$ cat src/rtl/uart_pkg.sv
// Framing constants and receiver state encodings shared by both ends of the serial link.
package uart_pkg;

    localparam int DATA_BITS = 8;
    localparam int BIT_IDX_W = $clog2(DATA_BITS);

    typedef enum logic [2:0] {
        ST_IDLE  = 3'd0,
        ST_START = 3'd1,
        ST_DATA  = 3'd2,
        ST_STOP  = 3'd3,
        ST_BREAK = 3'd4
    } rx_state_t;

endpackage

$ cat src/rtl/sync2.sv
// Two-flop synchronizer bringing an asynchronous input into the clk domain.
module sync2 #(
    parameter logic RESET_VAL = 1'b1
) (
    input  logic clk,
    input  logic rst,
    input  logic d,
    output logic q
);

    logic meta;

    always_ff @(posedge clk) begin
        if (rst) begin
            meta <= RESET_VAL;
            q    <= RESET_VAL;
        end else begin
            meta <= d;
            q    <= meta;
        end
    end

endmodule

$ cat src/rtl/uart_rx.sv
// 8N1 UART receiver: mid-bit sampling from a falling-edge start, valid/ready output,
// frame-error and overrun pulses.
module uart_rx
    import uart_pkg::*;
#(
    parameter int unsigned CLK_PER_BIT = 5208
) (
    input  logic                 clk,
    input  logic                 rst,
    input  logic                 rx,
    output logic [DATA_BITS-1:0] data,
    output logic                 valid,
    input  logic                 ready,
    output logic                 busy,
    output logic                 frame_err,
    output logic                 overrun
);

    localparam int CNT_W = $clog2(CLK_PER_BIT);
    localparam logic [CNT_W-1:0]     HALF_LOAD = CNT_W'(CLK_PER_BIT / 2 - 1);
    localparam logic [CNT_W-1:0]     FULL_LOAD = CNT_W'(CLK_PER_BIT - 1);
    localparam logic [BIT_IDX_W-1:0] LAST_BIT  = BIT_IDX_W'(DATA_BITS - 1);

    logic                 rx_s;
    logic                 rx_prev;
    logic                 fall;
    rx_state_t            state, state_next;
    logic [CNT_W-1:0]     cnt, cnt_next;
    logic [DATA_BITS-1:0] shift, shift_next;
    logic [BIT_IDX_W-1:0] bit_idx, bit_next;
    logic                 byte_done;
    logic                 stop_low;

    sync2 #(.RESET_VAL(1'b1)) u_sync (
        .clk (clk),
        .rst (rst),
        .d   (rx),
        .q   (rx_s)
    );

    // rx_prev tracks rx_s in every state, so after BREAK or STOP an edge is only seen
    // once the line has actually been high in IDLE's view.
    assign fall = rx_prev & ~rx_s;
    assign busy = (state != ST_IDLE);

    always_ff @(posedge clk) begin
        if (rst) begin
            state <= ST_IDLE;
        end else begin
            state <= state_next;
        end
    end

    always_comb begin
        state_next = state;
        cnt_next   = cnt;
        shift_next = shift;
        bit_next   = bit_idx;
        byte_done  = 1'b0;
        stop_low   = 1'b0;
        case (state)
            ST_IDLE: begin
                if (fall) begin
                    cnt_next   = HALF_LOAD;
                    state_next = ST_START;
                end
            end
            ST_START: begin
                if (cnt != '0) begin
                    cnt_next = cnt - 1'b1;
                end else if (!rx_s) begin
                    cnt_next   = FULL_LOAD;
                    bit_next   = '0;
                    state_next = ST_DATA;
                end else begin
                    state_next = ST_IDLE;
                end
            end
            ST_DATA: begin
                if (cnt != '0) begin
                    cnt_next = cnt - 1'b1;
                end else begin
                    shift_next = {rx_s, shift[DATA_BITS-1:1]};
                    cnt_next   = FULL_LOAD;
                    if (bit_idx == LAST_BIT) begin
                        state_next = ST_STOP;
                    end else begin
                        bit_next = bit_idx + 1'b1;
                    end
                end
            end
            ST_STOP: begin
                if (cnt != '0) begin
                    cnt_next = cnt - 1'b1;
                end else if (rx_s) begin
                    byte_done  = 1'b1;
                    state_next = ST_IDLE;
                end else begin
                    stop_low   = 1'b1;
                    state_next = ST_BREAK;
                end
            end
            ST_BREAK: begin
                if (rx_s) begin
                    state_next = ST_IDLE;
                end
            end
            default: state_next = ST_IDLE;
        endcase
    end

    // A completed byte is taken only when the output slot is empty or being consumed
    // this cycle; otherwise it is dropped and flagged as an overrun.
    always_ff @(posedge clk) begin
        if (rst) begin
            rx_prev   <= 1'b1;
            cnt       <= '0;
            shift     <= '0;
            bit_idx   <= '0;
            data      <= '0;
            valid     <= 1'b0;
            frame_err <= 1'b0;
            overrun   <= 1'b0;
        end else begin
            rx_prev   <= rx_s;
            cnt       <= cnt_next;
            shift     <= shift_next;
            bit_idx   <= bit_next;
            frame_err <= stop_low;
            overrun   <= byte_done & valid & ~ready;
            if (byte_done && (!valid || ready)) begin
                data  <= shift;
                valid <= 1'b1;
            end else if (valid && ready) begin
                valid <= 1'b0;
            end
        end
    end

endmodule

$ cat config.mk
export PLATFORM = sky130hd
export DESIGN_NAME = uart_rx
export DESIGN_NICKNAME = d
export VERILOG_FILES = /design/src/rtl/uart_pkg.sv /design/src/rtl/sync2.sv /design/src/rtl/uart_rx.sv
export SDC_FILE = /design/constraint.sdc
export NUM_CORES = 1
export LEC_CHECK = 0
export ABC_AREA = 1
export BUFFER_PORTS_ARGS = -buffer_cell sky130_fd_sc_hd__buf_2
export CORE_MARGIN = 5
export CORE_UTILIZATION = 45
export CTS_CLUSTER_SIZE = 10
export DETAILED_ROUTE_END_ITERATION = 10
export GPL_ROUTABILITY_DRIVEN = 0
export GPL_TIMING_DRIVEN = 0
export HOLD_SLACK_MARGIN = 0.06
export PLACE_DENSITY = 0.63
export SLEW_MARGIN = 20
export SYNTH_ARGS = -nofsm -noshare
export SYNTH_HDL_FRONTEND = slang
export SYNTH_SLANG_ARGS = --single-unit
export TNS_END_PERCENT = 30
$ cat constraint.sdc
create_clock -name clk -period 1.6 [get_ports clk]
set_clock_uncertainty 0.1 [all_clocks]
set_input_delay 0.16 -clock clk [delete_from_list [all_inputs] [get_ports clk]]
set_output_delay 0.16 -clock clk [all_outputs]
set_load 0.01 [all_outputs]
==> impl_metrics.env, run 1 <==
export IMPL_hold_path_class="in2reg"
export IMPL_worst_path_max_delay_cell="dfxtp_2"
export IMPL_drv_slew=0
export IMPL_reg2reg_slack_ns=-0.002
export IMPL_fin_nets=352
export IMPL_yosysWarnings=0
export IMPL_insertion_delay_ns=0.30
export IMPL_post_route_util_pct=59.8
export IMPL_cts_buffers=5
export IMPL_rsz0062_at_grt="true"
export IMPL_core_um2=4410
export IMPL_dp_hpwl_um=3070
export IMPL_r2r_start="cnt[1]"
export IMPL_r2r_cells=10
export IMPL_synth_ff_type="dfxtp_1"
export IMPL_diodes=0
export IMPL_grt_usage_pct=14.8
export IMPL_p_leak_nw=1.22
export IMPL_slew_headroom_pct=67.4
export IMPL_cts_root_buffer="clkbuf_8"
export IMPL_worstPathCellList="inv_4 -> ha_4 -> nand2_2 -> nor2_4 -> nand2_4 -> clkinv_4 -> nand3_4 -> clkbuf_16 -> nor2_1 -> nor2_1"
export IMPL_ant_nets=0
export IMPL_multiInputGateArea_um2=1170
export IMPL_port_buffers=15
export IMPL_dpl_cell_area_um2=2220
export IMPL_design_area_um2=2640
export IMPL_layout_worst_path_cycle_share_pct=100
export IMPL_fp_dieW_um=77.9
export IMPL_drt_first_pass_iters=4
export IMPL_die_area_um2=6070
export IMPL_hold_viol_final=0
export IMPL_synth_seq_cells=41
export IMPL_seq_area_frac_synth_pct=39.5
export IMPL_tns_ns=-0.00193
export IMPL_violations="negative setup slack"
export IMPL_rr_endpoint="data[6]"
export IMPL_grt_max_degree=14
export IMPL_endpoint_kind="flop"
export IMPL_synth_area_um2=2080
export IMPL_critPathKind="reg2reg"
export IMPL_worst_hold_startpoint="ready"
export IMPL_clock_fmax_mhz=624
export IMPL_die_h_um=77.9
export IMPL_status="finished, violations left"
export IMPL_fin_ws_ns=-0.00193
export IMPL_area_delta_synth_final_pct=27.1
export IMPL_syn_nets=316
export IMPL_hold_depth=4
export IMPL_grt_pass1_wl_um=7290
export IMPL_clock_sinks=41
export IMPL_drt_wl_total_um=4520
export IMPL_crit_path_max_fanout=7
export IMPL_initial_core_util_pct=47.0
export IMPL_core_rowCount=24
export IMPL_dr_total_vias=1903
export IMPL_async_flop_share_pct=0
export IMPL_cpPeakStageDelay_ns=0.34
export IMPL_drt_iter0_drc=44
export IMPL_synth_edf_count=0
export IMPL_cts_path_max_buffers=2
export IMPL_avgSynthCellArea_um2=6.74
export IMPL_antenna_found_initial=0
export IMPL_ioPinCount=16
export IMPL_tightest_slew_ns=0.490
export IMPL_setup_viol=1
export IMPL_cts_tree="built"
export IMPL_htree_num_levels=2
export IMPL_power_density_nw_per_um2=1720
export IMPL_ff_latch_area_um2=832
export IMPL_drv_cap=0
export IMPL_cp_common_cell="nor2_1"
export IMPL_drive_above_1_share_pct=29.6
export IMPL_clk_pin_slew_ns=0.08
export IMPL_viasPerCell=4.79
export IMPL_drc=0
export IMPL_wire_per_inst_um=11.4
export IMPL_crit_required_ns=1.71
export IMPL_timing_hold_ws_ns=0.0981
export IMPL_synthCells=308
export IMPL_synth_cell_type_count=30
export IMPL_peakVddDrop_uv=963
export IMPL_overflow=0
export IMPL_hold_path_end="overrun"
export IMPL_min_period_ns=1.60
export IMPL_critPathArrivalTime_ns=1.71
export IMPL_fill_cells=422
export IMPL_crit_path_start_kind="flop"
export IMPL_grt_pass1_vias=1599
## repair_timing
item / in CTS / in global routing
cloned: 1 / 1
endpoints found under the setup margin: 30 / 30
resized for setup: 10 / 51
hold endpoints to repair: 1 / 0
hold buffers: 1 / 0
buffers inserted: 4 / 7
pin swaps: 2 / 9
## layer usage
layer | global-route usage (%) | up-vias | routed length (um) | share of wire, %
li1 | - | 1033 | - | -
met1 | 19.8 | 832 | 2250 | 50
met2 | 22.8 | 26 | 1970 | 44
met3 | 3.47 | 12 | 178 | 3.9
met4 | 6.59 | 0 | 126 | 2.8
met5 | 0 | - | 0 | 0
## layout make-up
cell class                      count  area share (%)
Inverter                           49            7.35
Multi-Input combinational cell    211            44.4
Tap cell                           52            2.47
Sequential cell                    41            31.5
Buffer                              7            2.04
Clock buffer                        6            3.13
Clock inverter                      2            1.42
Timing Repair Buffer               29            7.64
## synth_stat cells (3+ instances only)
master	number	area, um2
ha_1	4	50.1
nand2_1	65	244
buf_6	3	33.8
a21oi_1	24	120
inv_2	3	11.3
o21ai_0	15	75.1
o21ai_1	9	45.0
nor2_1	58	218
nand3_1	14	70.1
dfxtp_1	41	821
inv_1	44	165
## flip-flops by register name (all words and copies together) (netlist names), 3 cells and up
signal / cells
state: 3
data: 8
cnt: 13
bit_idx: 3
shift: 8
## worst max-delay path by stage
stage / startpoint / to / slack (ns) / cells after the start
global placement: cnt[0] / shift[7] / -0.06 / 10
CTS: cnt[1] / cnt[10] / -0.006 / 8
detailed placement: cnt[0] / shift[6] / -0.11 / 10
finish: cnt[1] / data[6] / -0.002 / 10
global route: cnt[1] / data[6] / -0.09 / 11
floorplan: cnt[0] / cnt[2] / 0.08 / 10
## report_power, final
group | switching, W | internal [W]
sequential | 0.000190 | 0.00121
combinational | 0.00133 | 0.000913
clock | 0.000377 | 0.000507
total | 0.00190 | 0.00263
## cells in the final DEF, fill, tap and decap left out, types with 3 or more instances in the layout
master	n
nand3_2	3
nor2_2	12
buf_2	17
a21oi_1	22
dfxtp_1	32
inv_1	41
dfxtp_2	9
nand2_1	57
nand2_2	8
nor2_4	9
buf_6	3
nand3_1	12
o21ai_0	14
buf_4	10
nand2_4	4
clkbuf_8	6
o21ai_1	8
nor2_1	41
inv_2	4
## per-stage QoR
step           total power [W]  cells  setup WS [ns]
5_1_grt                0.00490    397        -0.0862
3_5_place_dp           0.00320    375         -0.110
6_report               0.00453    397       -0.00193
2_1_floorplan          0.00286    308         0.0763
4_1_cts                0.00422    389       -0.00638
3_3_place_gp           0.00318    375        -0.0630
## cell families after synthesis
family,after synthesis,synth area share [%]
simple gates,155,33.3
xor+xnor,3,1.27
buf+inv,56,11.5
compound gates,49,11.9
flops,41,39.5
fa+ha+maj,4,2.41
## critical path, delay by kind of cell (launching register included)
family / cells / cell delay, ns
adder cells (fa/ha/maj): 1 / 0.13
flip-flops: 1 / 0.34
buffers and inverters: 3 / 0.35
AND/OR/NAND/NOR: 6 / 0.58
No activity file was read; power rests on OpenSTA's default activity.
==> run 2, diff against run 1 <==
Settings changed: ABC_AREA 1 to not set.
==> run 2 against run 1 <==
Net effect: the run still ends with negative setup slack left; via count fell by 4.9%; global-route usage increased by 2.0 points; core utilization down 1.7 points; largest cell class unchanged; power up 14%; cell count down 20%; sequential power is 3% lower; combinational power up 31%; critical path type unchanged; clock power shrank 4.1%.
==> impl_metrics.env, run 2 <==
export IMPL_crit_required_ns=1.72
export IMPL_post_route_util_pct=58.0
export IMPL_cpPeakStageDelay_ns=0.48
export IMPL_core_rowCount=24
export IMPL_cts_root_buffer="clkbuf_8"
export IMPL_synth_top_area_cell="dfxtp_1"
export IMPL_post_synth_top_count_cell="dfxtp_1"
export IMPL_cts_tree="built"
export IMPL_worstPathCellList="inv_2 -> ha_4 -> or4b_4 -> or3_1 -> buf_6 -> nor3_4 -> buf_4 -> nor4b_1 -> a211oi_2"
export IMPL_drc=0
export IMPL_worst_path_max_delay_cell="or4b_4"
export IMPL_initial_core_util_pct=45.6
export IMPL_violations="negative setup slack"
export IMPL_design_area_um2=2490
export IMPL_area_delta_synth_final_pct=27.3
export IMPL_avgSynthCellArea_um2=8.78
export IMPL_diodes=0
export IMPL_tightest_slew_ns=0.619
export IMPL_rsz0062_at_grt="true"
export IMPL_grt_usage_pct=16.9
export IMPL_p_leak_nw=0.978
export IMPL_top_register="cnt"
export IMPL_synth_commonest_cells="41 x dfxtp_1, 21 x nor2_1, 19 x a21oi_1, 19 x nand3_1, 16 x nand2_1"
export IMPL_crit_path_start_kind="flop"
export IMPL_hold_path_class="in2reg"
export IMPL_core_um2=4290
export IMPL_drt_iter0_drc=92
export IMPL_yosysWarnings=0
export IMPL_fin_ws_ns=-0.804
export IMPL_clock_fmax_mhz=416
export IMPL_drv_cap=0
export IMPL_antenna_found_initial=0
export IMPL_drt_first_pass_iters=4
export IMPL_peakVddDrop_uv=1020
export IMPL_die_h_um=76.0
export IMPL_critPathKind="reg2reg"
export IMPL_synth_cell_type_count=47
export IMPL_port_buffers=15
export IMPL_wire_per_inst_um=15.4
export IMPL_clock_sinks=41
export IMPL_dpl_cell_area_um2=2110
export IMPL_dp_hpwl_um=3080
export IMPL_dr_total_vias=1809
export IMPL_critPathArrivalTime_ns=2.52
export IMPL_synthCells=223
export IMPL_ioPinCount=16
export IMPL_viasPerCell=5.71
export IMPL_multiInputGateArea_um2=1150
export IMPL_slew_headroom_pct=58.7
export IMPL_setup_viol=38
export IMPL_layout_worst_path_cycle_share_pct=150
export IMPL_insertion_delay_ns=0.30
export IMPL_htree_num_levels=2
export IMPL_reg_largest_list="cnt: 13 flops, data: 8 flops, shift: 8 flops"
export IMPL_fill_cells=387
export IMPL_cts_buffers=5
export IMPL_synth_seq_cells=41
export IMPL_grt_pass1_vias=1572
export IMPL_endpoint_kind="flop"
export IMPL_timing_hold_ws_ns=0.107
export IMPL_hold_viol_final=0
export IMPL_ff_latch_area_um2=827
export IMPL_die_area_um2=5770
export IMPL_synth_top_area_share_pct=41.9
export IMPL_final_common_cell="dfxtp_1"
export IMPL_overflow=0
export IMPL_tns_ns=-23.88
export IMPL_ant_nets=0
export IMPL_largest_reg_flops=13
export IMPL_min_period_ns=2.40
export IMPL_drv_slew=0
export IMPL_final_cell_mix="38 x dfxtp_1, 20 x nor2_1, 19 x nand3_1, 19 x a21oi_1"
export IMPL_grt_max_degree=15
export IMPL_drt_wl_total_um=4890
export IMPL_pre_cts_slack_ns=-0.849
export IMPL_fp_dieW_um=76.0
export IMPL_fin_nets=272
export IMPL_synth_area_leaders="dfxtp_1 42%, mux2i_1 5.1%, a21oi_1 4.9%"
export IMPL_crit_path_max_fanout=5
export IMPL_cts_path_max_buffers=2
export IMPL_async_flop_share_pct=0
export IMPL_power_density_nw_per_um2=2070
export IMPL_synth_edf_count=0
export IMPL_status="finished, violations left"
export IMPL_syn_nets=231
export IMPL_clk_pin_slew_ns=0.09
export IMPL_synth_ff_type="dfxtp_1"
export IMPL_synth_area_um2=1960
export IMPL_seq_area_frac_synth_pct=41.9
export IMPL_drive_above_1_share_pct=29.1
export IMPL_grt_pass1_wl_um=8050
## run 2: cell count changes in the layout (fill, tap and decap cells not counted), sizes merged, moves of 5 or more
cell / before / now
nand2: 69 / 16
nor2: 63 / 21
inv: 47 / 9
o21ai: 24 / 12
mux2i: 0 / 10
nor3: 2 / 9
a21oi: 24 / 19
clkbuf: 8 / 13
or4: 0 / 5
## run 2: repair_timing
item / 4_1_cts / 5_1_grt
setup endpoints to repair: 39 / 38
gates cloned: 0 / 1
resized for setup: 13 / 18
setup buffers: 10 / 6
hold buffers: 2 / 0
endpoints found under the hold margin: 2 / 0
pin swaps: 5 / 9
## run 2: through the flow
step | total power, W | instances
3_5_place_dp | 0.00348 | 290
6_report | 0.00516 | 317
5_1_grt | 0.00548 | 317
4_1_cts | 0.00475 | 310
3_3_place_gp | 0.00348 | 290
2_1_floorplan | 0.00306 | 223
## run 2: layer usage
metal  wire, um  global-route usage, %  vias to the layer above
li1           -                      -                      896
met1       2350                   25.3                      858
met2       2220                   23.5                       47
met3        271                   4.38                        8
met4         56                   4.63                        0
met5          0                      0                        -
## run 2: logic make-up (layout without fill, tap and decap cells)
kind of cell	after synthesis	count (layout)	synth area share, %
xor+xnor	1	1	0.447
mux	10	10	5.11
fa+ha+maj	5	5	3.13
simple gates	91	91	25.6
flops	41	41	41.9
buf+inv	21	63	4.54
compound gates	54	54	19.3
## run 2: final timing paths
path                    start       end  slack [ns]  depth (start not counted)
setup / recovery       cnt[1]    cnt[1]       -0.80                          9
setup reg to reg       cnt[1]    cnt[1]       -0.80                          9
hold / removal            rst   rx_prev        0.11                          2
hold reg to reg   u_sync.meta  u_sync.q        0.31                          1
## run 2: layout make-up
| class | count | area share, % |
|---|---|---|
| multi-input combinational | 161 | 46.3 |
| clock buffer | 5 | 2.76 |
| timing repair buffer | 34 | 9.09 |
| sequential | 41 | 33.2 |
| buffer | 12 | 2.81 |
| inverter | 9 | 1.36 |
| tap | 52 | 2.61 |
| clock inverter | 3 | 1.86 |
## run 2: power breakdown
part           internal, W  leakage [nW]  switching (W)
logic              0.00131         0.589        0.00164
clock network     0.000467        0.0543       0.000382
registers          0.00119         0.334       0.000171
## run 2: critical path, delay by kind of cell (launching register included)
| kind | cells | cell delay (ns) |
|---|---|---|
| flip-flops | 1 | 0.33 |
| buffers and inverters | 3 | 0.41 |
| AO/OA/AOI/OAI | 1 | 0.13 |
| AND/OR/NAND/NOR | 4 | 1.22 |
| adder cells (fa/ha/maj) | 1 | 0.13 |
